## config.mk

```make
export PLATFORM = sky130hd
export DESIGN_NAME = alu_req_ctrl_flat
export DESIGN_NICKNAME = d
export VERILOG_FILES = /design/src/rtl/alu_req_ctrl_if.sv /design/src/rtl/alu_req_ctrl.sv /design/src/flat_wrapper.sv
export SDC_FILE = /design/constraint.sdc
export NUM_CORES = 1
export LEC_CHECK = 0
export CORE_ASPECT_RATIO = 1.1
export CORE_MARGIN = 5
export CORE_UTILIZATION = 30
export DETAILED_ROUTE_END_ITERATION = 10
export DONT_BUFFER_PORTS = 1
export PLACE_DENSITY_LB_ADDON = 0.2
export REMOVE_ABC_BUFFERS = 1
export SYNTH_ARGS = -nofsm -noshare
export SYNTH_HDL_FRONTEND = slang
export SYNTH_SLANG_ARGS = --single-unit
```

## constraint.sdc

```tcl
create_clock -name clk -period 2 [get_ports clk]
set_input_delay 0.4 -clock clk [delete_from_list [all_inputs] [get_ports clk]]
set_output_delay 0.4 -clock clk [all_outputs]
set_load 0.005 [all_outputs]
```

## src/rtl/alu_req_ctrl_if.sv

```systemverilog
// Request / ALU-drive / response bundle between a sequencer and alu_req_ctrl.
// rsp_flags exists only when ALU_FLAGS_EN is defined.
interface alu_req_ctrl_if #(
  parameter int WIDTH = 32,
  parameter int TAG_W = 4
) ();
  logic             req_valid;
  logic             req_ready;
  logic [2:0]       req_op;
  logic [WIDTH-1:0] req_a;
  logic [WIDTH-1:0] req_b;
  logic [TAG_W-1:0] req_tag;

  logic [WIDTH-1:0] alu_a;
  logic [WIDTH-1:0] alu_b;
  logic [2:0]       alu_control;
  logic [WIDTH-1:0] alu_result;
  logic             alu_zero;

  logic             rsp_valid;
  logic             rsp_ready;
  logic [WIDTH-1:0] rsp_result;
  logic             rsp_zero;
  logic [TAG_W-1:0] rsp_tag;
  logic             rsp_err;
`ifdef ALU_FLAGS_EN
  logic [2:0]       rsp_flags;
`endif

  // master: sequencer plus the ALU itself; slave: the controller
  modport master (
    output req_valid, req_op, req_a, req_b, req_tag,
    input  req_ready,
    input  alu_a, alu_b, alu_control,
    output alu_result, alu_zero,
    input  rsp_valid, rsp_result, rsp_zero, rsp_tag, rsp_err,
`ifdef ALU_FLAGS_EN
    input  rsp_flags,
`endif
    output rsp_ready
  );

  modport slave (
    input  req_valid, req_op, req_a, req_b, req_tag,
    output req_ready,
    output alu_a, alu_b, alu_control,
    input  alu_result, alu_zero,
    output rsp_valid, rsp_result, rsp_zero, rsp_tag, rsp_err,
`ifdef ALU_FLAGS_EN
    output rsp_flags,
`endif
    input  rsp_ready
  );
endinterface

```

## src/rtl/alu_req_ctrl.sv

```systemverilog
// ALU request controller: one execute stage driving an external ALU, then a response FIFO.
// Define ALU_FLAGS_EN to add the {N,C,V} rsp_flags output.
module alu_req_ctrl #(
  parameter int WIDTH     = 32,
  parameter int TAG_W     = 4,
  parameter int RSP_DEPTH = 2
) (
  input  logic             clk,
  input  logic             reset,
  alu_req_ctrl_if.slave    bus,
  output logic             busy
);
  localparam int PTR_W = (RSP_DEPTH > 1) ? $clog2(RSP_DEPTH) : 1;
  localparam int CNT_W = PTR_W + 1;

  typedef struct packed {
    logic [WIDTH-1:0] result;
    logic             zero;
    logic [TAG_W-1:0] tag;
    logic             err;
`ifdef ALU_FLAGS_EN
    logic [2:0]       flags;
`endif
  } ent_t;

  logic             e_valid_q, e_valid_d;
  logic [2:0]       e_op_q;
  logic [WIDTH-1:0] e_a_q, e_b_q;
  logic [TAG_W-1:0] e_tag_q;

  ent_t             mem_q [RSP_DEPTH];
  logic [PTR_W-1:0] wr_ptr_q, rd_ptr_q;
  logic [CNT_W-1:0] cnt_q;

  logic req_ready, req_fire, e_adv, pop;
  ent_t push_ent, head;

  always_comb begin
    pop       = (cnt_q != '0) && bus.rsp_ready;
    e_adv     = e_valid_q && ((cnt_q < CNT_W'(RSP_DEPTH)) || pop);
    req_ready = !e_valid_q || e_adv;
    req_fire  = bus.req_valid && req_ready;
    e_valid_d = e_valid_q;
    if (req_fire)   e_valid_d = 1'b1;
    else if (e_adv) e_valid_d = 1'b0;
  end

  // Operand registers only load on accept, so the ALU inputs hold while idle.
  always_ff @(posedge clk or negedge reset) begin
    if (!reset) begin
      e_valid_q <= 1'b0;
      e_op_q    <= '0;
      e_a_q     <= '0;
      e_b_q     <= '0;
      e_tag_q   <= '0;
    end else begin
      e_valid_q <= e_valid_d;
      if (req_fire) begin
        e_op_q  <= bus.req_op;
        e_a_q   <= bus.req_a;
        e_b_q   <= bus.req_b;
        e_tag_q <= bus.req_tag;
      end
    end
  end

  assign bus.req_ready   = req_ready;
  assign bus.alu_a       = e_a_q;
  assign bus.alu_b       = e_b_q;
  assign bus.alu_control = e_op_q;

`ifdef ALU_FLAGS_EN
  logic             is_add, is_sub;
  logic [WIDTH-1:0] b_eff;
  logic [WIDTH:0]   sum;
  always_comb begin
    is_add = (e_op_q == 3'b000);
    is_sub = (e_op_q == 3'b001);
    b_eff  = is_sub ? ~e_b_q : e_b_q;
    sum    = {1'b0, e_a_q} + {1'b0, b_eff} + {{WIDTH{1'b0}}, is_sub};
  end
`endif

  always_comb begin
    push_ent        = '0;
    push_ent.result = bus.alu_result;
    push_ent.zero   = bus.alu_zero;
    push_ent.tag    = e_tag_q;
    push_ent.err    = (e_op_q == 3'b100) || (e_op_q == 3'b110) || (e_op_q == 3'b111);
`ifdef ALU_FLAGS_EN
    // Overflow: operand signs agree but the sum's sign differs.
    push_ent.flags  = {bus.alu_result[WIDTH-1],
                       (is_add || is_sub) && sum[WIDTH],
                       (is_add || is_sub) && (e_a_q[WIDTH-1] == b_eff[WIDTH-1])
                                          && (sum[WIDTH-1] != e_a_q[WIDTH-1])};
`endif
  end

  // When full, a same-cycle push overwrites the slot being popped.
  always_ff @(posedge clk or negedge reset) begin
    if (!reset) begin
      for (int i = 0; i < RSP_DEPTH; i++) mem_q[i] <= '0;
      wr_ptr_q <= '0;
      rd_ptr_q <= '0;
      cnt_q    <= '0;
    end else begin
      if (e_adv) begin
        mem_q[wr_ptr_q] <= push_ent;
        wr_ptr_q        <= wr_ptr_q + PTR_W'(1);
      end
      if (pop) rd_ptr_q <= rd_ptr_q + PTR_W'(1);
      case ({e_adv, pop})
        2'b10:   cnt_q <= cnt_q + CNT_W'(1);
        2'b01:   cnt_q <= cnt_q - CNT_W'(1);
        default: cnt_q <= cnt_q;
      endcase
    end
  end

  assign head           = mem_q[rd_ptr_q];
  assign bus.rsp_valid  = (cnt_q != '0);
  assign bus.rsp_result = head.result;
  assign bus.rsp_zero   = head.zero;
  assign bus.rsp_tag    = head.tag;
  assign bus.rsp_err    = head.err;
`ifdef ALU_FLAGS_EN
  assign bus.rsp_flags  = head.flags;
`endif

  assign busy = e_valid_q || (cnt_q != '0);
endmodule

```

## src/flat_wrapper.sv

```systemverilog
// flat-port wrapper written by rule: the top's interface ports become plain ports
module alu_req_ctrl_flat 
#(
  parameter int WIDTH     = 32,
  parameter int TAG_W     = 4,
  parameter int RSP_DEPTH = 2
)
  (clk, reset, busy, bus_req_valid, bus_req_op, bus_req_a, bus_req_b, bus_req_tag, bus_req_ready, bus_alu_a, bus_alu_b, bus_alu_control, bus_alu_result, bus_alu_zero, bus_rsp_valid, bus_rsp_result, bus_rsp_zero, bus_rsp_tag, bus_rsp_err, bus_rsp_ready);
  alu_req_ctrl_if #(.WIDTH(WIDTH), .TAG_W(TAG_W)) bus_i ();
  input  logic clk;
  input  logic reset;
  output logic busy;
  input wire logic [$bits(bus_i.req_valid)-1:0] bus_req_valid;
  input wire logic [$bits(bus_i.req_op)-1:0] bus_req_op;
  input wire logic [$bits(bus_i.req_a)-1:0] bus_req_a;
  input wire logic [$bits(bus_i.req_b)-1:0] bus_req_b;
  input wire logic [$bits(bus_i.req_tag)-1:0] bus_req_tag;
  output wire logic [$bits(bus_i.req_ready)-1:0] bus_req_ready;
  output wire logic [$bits(bus_i.alu_a)-1:0] bus_alu_a;
  output wire logic [$bits(bus_i.alu_b)-1:0] bus_alu_b;
  output wire logic [$bits(bus_i.alu_control)-1:0] bus_alu_control;
  input wire logic [$bits(bus_i.alu_result)-1:0] bus_alu_result;
  input wire logic [$bits(bus_i.alu_zero)-1:0] bus_alu_zero;
  output wire logic [$bits(bus_i.rsp_valid)-1:0] bus_rsp_valid;
  output wire logic [$bits(bus_i.rsp_result)-1:0] bus_rsp_result;
  output wire logic [$bits(bus_i.rsp_zero)-1:0] bus_rsp_zero;
  output wire logic [$bits(bus_i.rsp_tag)-1:0] bus_rsp_tag;
  output wire logic [$bits(bus_i.rsp_err)-1:0] bus_rsp_err;
  input wire logic [$bits(bus_i.rsp_ready)-1:0] bus_rsp_ready;
  assign bus_i.req_valid = bus_req_valid;
  assign bus_i.req_op = bus_req_op;
  assign bus_i.req_a = bus_req_a;
  assign bus_i.req_b = bus_req_b;
  assign bus_i.req_tag = bus_req_tag;
  assign bus_req_ready = bus_i.req_ready;
  assign bus_alu_a = bus_i.alu_a;
  assign bus_alu_b = bus_i.alu_b;
  assign bus_alu_control = bus_i.alu_control;
  assign bus_i.alu_result = bus_alu_result;
  assign bus_i.alu_zero = bus_alu_zero;
  assign bus_rsp_valid = bus_i.rsp_valid;
  assign bus_rsp_result = bus_i.rsp_result;
  assign bus_rsp_zero = bus_i.rsp_zero;
  assign bus_rsp_tag = bus_i.rsp_tag;
  assign bus_rsp_err = bus_i.rsp_err;
  assign bus_i.rsp_ready = bus_rsp_ready;
  alu_req_ctrl #(.WIDTH(WIDTH), .TAG_W(TAG_W), .RSP_DEPTH(RSP_DEPTH)) u_core (.clk(clk), .reset(reset), .bus(bus_i), .busy(busy));
endmodule
```

# Word-level counts from Yosys, hierarchy flattened
# Cells that the tools add are included.
# totals
register_bits,152
latchBits,0
ramBits,0
romBits,0
in_bits,108
out_inout_bits,108
wordCells,53
n_memories,0
# op_classes
add_sub_neg,4
mul,0
div,0
magnitude_cmp,4
n_eq_ne,5
shift,0
mux,9
bitwise_logic,2
reduce_logical,13
# ops
operator,n
$mux 38,4
$bwmux 76,1
$demux 38 s1,1
$eq 3x3->1 const B,3
$reduce_bool 2->1,3
$logic_or 1x1->1,5
$ge 2x2->1 const B,2
$logic_and 1x1->1,4
$not 1->2,2
$pmux 2 s2,1
$add 1x1->1 const B,2
$add 2x1->2 const B,1
$eq 2x1->1 const B,1
$eq 2x2->1 const B,1
$lt 2x1->1 const B,1
$lt 2x2->1 const B,1
$mux 1,2
$sub 2x1->2 const B,1
$logic_not 1->1,1

# Depth between registers and ports, before layout
# depth
word_depth,7
depth_mapped,6
depth_no_buf,6

# Least setup slack after synthesis
# No wires, ideal clock.
# synth_path
kind,register to register
start,register u_core.cnt_q[1]
end,register u_core.cnt_q[1]
setup_time_ns,0.079
t_arrival_ns,1.471
t_required_ns,1.921
path_slack_ns,0.450
stages_incl_launch_ff,6
path_buffers,0
period_less_slack_ns,1.550
path_cell_list,dfrtp_1 > or2_2 > and2_1 > ha_1 > nor2_1 > xor2_1
# synth_via
elab_chain_cells,6
elab_cells_between_ends,11
cone_classes,add/sub (2); order compare (1); eq/ne (2); mux (1); reduce/logical (5)
# synth_rtl
element,line,source
"start, declared",alu_req_ctrl.sv:33,logic [CNT_W-1:0] cnt_q;
"start signal, assigned",alu_req_ctrl.sv:113,2'b10: cnt_q <= cnt_q + CNT_W'(1);
"start signal, assigned",alu_req_ctrl.sv:114,2'b01: cnt_q <= cnt_q - CNT_W'(1);
"start signal, assigned",alu_req_ctrl.sv:115,default: cnt_q <= cnt_q;
$reduce_bool 2->1 (*),--,
via bus_rsp_valid,flat_wrapper.sv:24,output wire logic [$bits(bus_i.rsp_valid)-1:0] bus_rsp_valid;
$logic_and 1x1->1 (*),alu_req_ctrl.sv:39,pop = (cnt_q != '0) && bus.rsp_ready;
via u_core.pop,alu_req_ctrl.sv:35,"logic req_ready, req_fire, e_adv, pop;"
$logic_or 1x1->1,alu_req_ctrl.sv:40,e_adv = e_valid_q && ((cnt_q < CNT_W'(RSP_DEPTH)) || pop);
$logic_and 1x1->1,alu_req_ctrl.sv:40,
$eq 2x1->1 / $eq 2x2->1 (equally long branches),alu_req_ctrl.sv:112,"case ({e_adv, pop})"
$pmux 2 s2 / $reduce_bool 2->1 (equally long branches),--,
# The timed path passes the listed nets; every way through them passes the cells marked *.
# A chain may end at the register's enable or synchronous reset.

# Worst setup path after layout
# layout_path
start,register u_core.rd_ptr_q
end,output bus_rsp_tag[1]
# layout_via
elab_chain_cells,4
# layout_rtl
element,line,source
"start, declared",alu_req_ctrl.sv:32,"logic [PTR_W-1:0] wr_ptr_q, rd_ptr_q;"
"start signal, assigned",alu_req_ctrl.sv:111,if (pop) rd_ptr_q <= rd_ptr_q + PTR_W'(1);
$not 1->2 (not written as such),alu_req_ctrl.sv:120,assign head = mem_q[rd_ptr_q];
$mux 38 (not written as such) (3 in a row),alu_req_ctrl.sv:120,
"end, declared",flat_wrapper.sv:27,output wire logic [$bits(bus_i.rsp_tag)-1:0] bus_rsp_tag;
# No other way between the ends. The select of a mux whose other input is x is not followed.

==> flow_summary.json <==
{
  "max_stage_delay_ps": 410,
  "end_kind": "output port",
  "critPathTopFamily": "multiplexers",
  "fin_crit_sh_pct": 91.8,
  "placed_cells": 630,
  "postSynth.asyncResetShare_pct": 100,
  "grt_pass1_wl_mm": 21.6,
  "syn_area_per_cell_um2": 16.6,
  "ys_seq_elements": 152,
  "gr-usage-met1_pct": 12.9,
  "tightest_slew_ps": 440,
  "wl_mm": 13.7,
  "areaGrowthSynthToFinish_pct": 14.7,
  "path_buf_inv": 1,
  "cts_tree": "built",
  "grt_max_degree": 153,
  "track_usage_pct": 11.6,
  "cellPowerDensity_nw_per_um2": 1600,
  "cts-htree-levels": 4,
  "reg2reg_slack_ps": 250,
  "fin_nets": 502,
  "synth.top_cells.by_area": "dfrtp_1, mux2_2, mux2_4",
  "syn_area_um2": 6280,
  "core_um2": 20600,
  "layout-drive-gt1-share_pct": 57.6,
  "instances_no_fill": 663,
  "hold_slack_ps": -327,
  "layout_commonest_cell": "mux2_2",
  "synth_cell_types": 25,
  "synthFlopType": "dfrtp_1",
  "vdd_drop_max_mv": 0.545,
  "grt_pass1_vias": 3700,
  "layout_common_cells": "mux2_2, dfrtp_1, mux2_4",
  "path_clk_slew_ps": 60,
  "drtAntennaViolNets": 0,
  "drtIter0Drc": 40,
  "die_h_um": 162,
  "outcome": "finished, violations left",
  "num_io_pins": 216,
  "vias": 3140,
  "clk_latency_ps": 420,
  "syn_inst": 378,
  "critPathKind": "register to output port",
  "setup_viol": 0,
  "slew_headroom_pct": 70.6,
  "vias_per_cell": 4.74,
  "overflow": 0,
  "initial_core_util_pct": 30.5,
  "grt_use_met3_pct": 7.14,
  "leakage_nw": 3.05,
  "cp-start-kind": "register",
  "synth_area_leader_cell": "dfrtp_1",
  "die_area_um2": 23900,
  "final_area_um2": 7200,
  "synth-seq-area-share_pct": 60.6,
  "synth_top_area_share_pct": 60.6,
  "grt_util_met2_pct": 18.4,
  "hp-class": "primary input to asynchronous set/reset pin",
  "portBuffers": 0,
  "hpwl_mm": 9.40,
  "clock.fmax_mhz": 545,
  "cts.repair.resized": 0,
  "synth-edff-count": 0,
  "cts_buffers": 17,
  "cts_buffer_depth": 2,
  "antenna_found_initial": 2,
  "rows": 55,
  "drc": 0,
  "cp_max_fo": 11,
  "postPlaceCellArea_um2": 6600,
  "critPathArrivalTime_ps": 1440,
  "wl_per_cell_um": 20.6,
  "finalHoldViolations": 152,
  "path_cells": "buf_4 -> mux2_2",
  "grt_most_used_layer": "met2",
  "cp.required_ps": 1600,
  "cts_root_buf": "clkbuf_16",
  "period_needed_ps": 1840,
  "tns_ps": 0,
  "skew_ps": 13.7,
  "gp_congestion": 0.710,
  "yosys_warnings": 0,
  "cap_violations": 0,
  "cts.sinks": 152,
  "slowest_stage": "mux2_2",
  "rsz0062_at_grt": "false",
  "fp.dieW_um": 148,
  "drt_pass1_iterations": 3,
  "violations": "negative hold slack",
  "report.final.slew_viol_count": 0
}
## state kept, by name, indices dropped and copies added (netlist names)
| name | flops |
|---|---|
| u_core.bus.alu_control | 3 |
| u_core.rd_ptr_q | 1 |
| u_core.bus.alu_a | 32 |
| u_core.e_valid_q | 1 |
| u_core.bus.alu_b | 32 |
| u_core.e_tag_q | 4 |
| u_core.cnt_q | 2 |
| u_core.mem_q | 76 |
| u_core.wr_ptr_q | 1 |
## synth_stat cells, types with 2 or more instances
library cell / instances
buf_4: 3
dfrtp_1: 152
xnor2_1: 3
mux2_2: 163
nand2_1: 2
xor2_1: 2
buf_6: 8
mux2i_1: 2
o21ai_0: 2
mux2_4: 19
buf_2: 5
buf_12: 2
inv_1: 3
## path summary, 6_finish.rpt
kind | startpoint | to | depth (start not counted)
worst max-delay path | u_core.rd_ptr_q | bus_rsp_tag[1] | 2
worst min-delay path | reset | u_core.mem_q[36] | 0
worst max register to register | u_core.cnt_q[1] | u_core.bus.alu_a[20] | 4
worst min register to register | u_core.mem_q[28] | u_core.mem_q[28] | 1
max in group asynchronous | reset | u_core.bus.alu_b[15] | 0
min in group clk | bus_req_valid | u_core.e_valid_q | 1
## metrics by stage
stage | power (mW) | utilization [%] | hold WS (ps) | worst slack, ps
after floorplan | 7.36 | - | 104 | -116
final | 11.5 | 35.0 | -327 | 164
after global placement | 8.26 | 32.1 | 109 | 267
after global routing | 12.2 | 35.0 | -355 | 101
after CTS | 11.8 | 35.0 | -355 | 122
after detailed placement | 8.37 | 32.1 | 109 | 176
## layout make-up
type                    count  area [µm²]
fillers                  1964       13400
flip-flops and latches    152        3800
multi-input cells         204        2290
clock buffers              18         429
well taps                 256         320
repair buffers             15         175
clock inverters            14         173
inverters                   3        11.3
diodes                      1        2.50
## cells by family (layout without fill, tap and decap cells)
group | Yosys count | in the layout | synth area share, %
multiplexers | 184 | 184 | 34.1
AO/OA/AOI/OAI | 2 | 2 | 0.159
buffers and inverters | 22 | 50 | 3.07
adder cells (fa/ha/maj) | 1 | 1 | 0.199
XOR/XNOR | 5 | 5 | 0.697
flip-flops | 152 | 152 | 60.6
AND/OR/NAND/NOR | 12 | 12 | 1.22
other | 0 | 1 | 0
## report_power, final
part           switching (mW)  internal [mW]
clock network            1.40           1.90
logic                    1.32           2.02
registers               0.666           4.22
total                    3.39           8.14
## what timing repair did
item / 4_1_cts / 5_1_grt
endpoints found under the hold margin: 152 / 152
endpoints found under the setup margin: 0 / 0
buffers inserted: 0 / 0
## routing by layer
| metal | wire length (µm) | vias to the layer above |
|---|---|---|
| li1 | - | 1377 |
| met1 | 5250 | 1588 |
| met4 | 128 | 2 |
| met3 | 1790 | 8 |
| met5 | 13 | - |
| met2 | 6510 | 165 |
(Power assumes the default switching activity.)
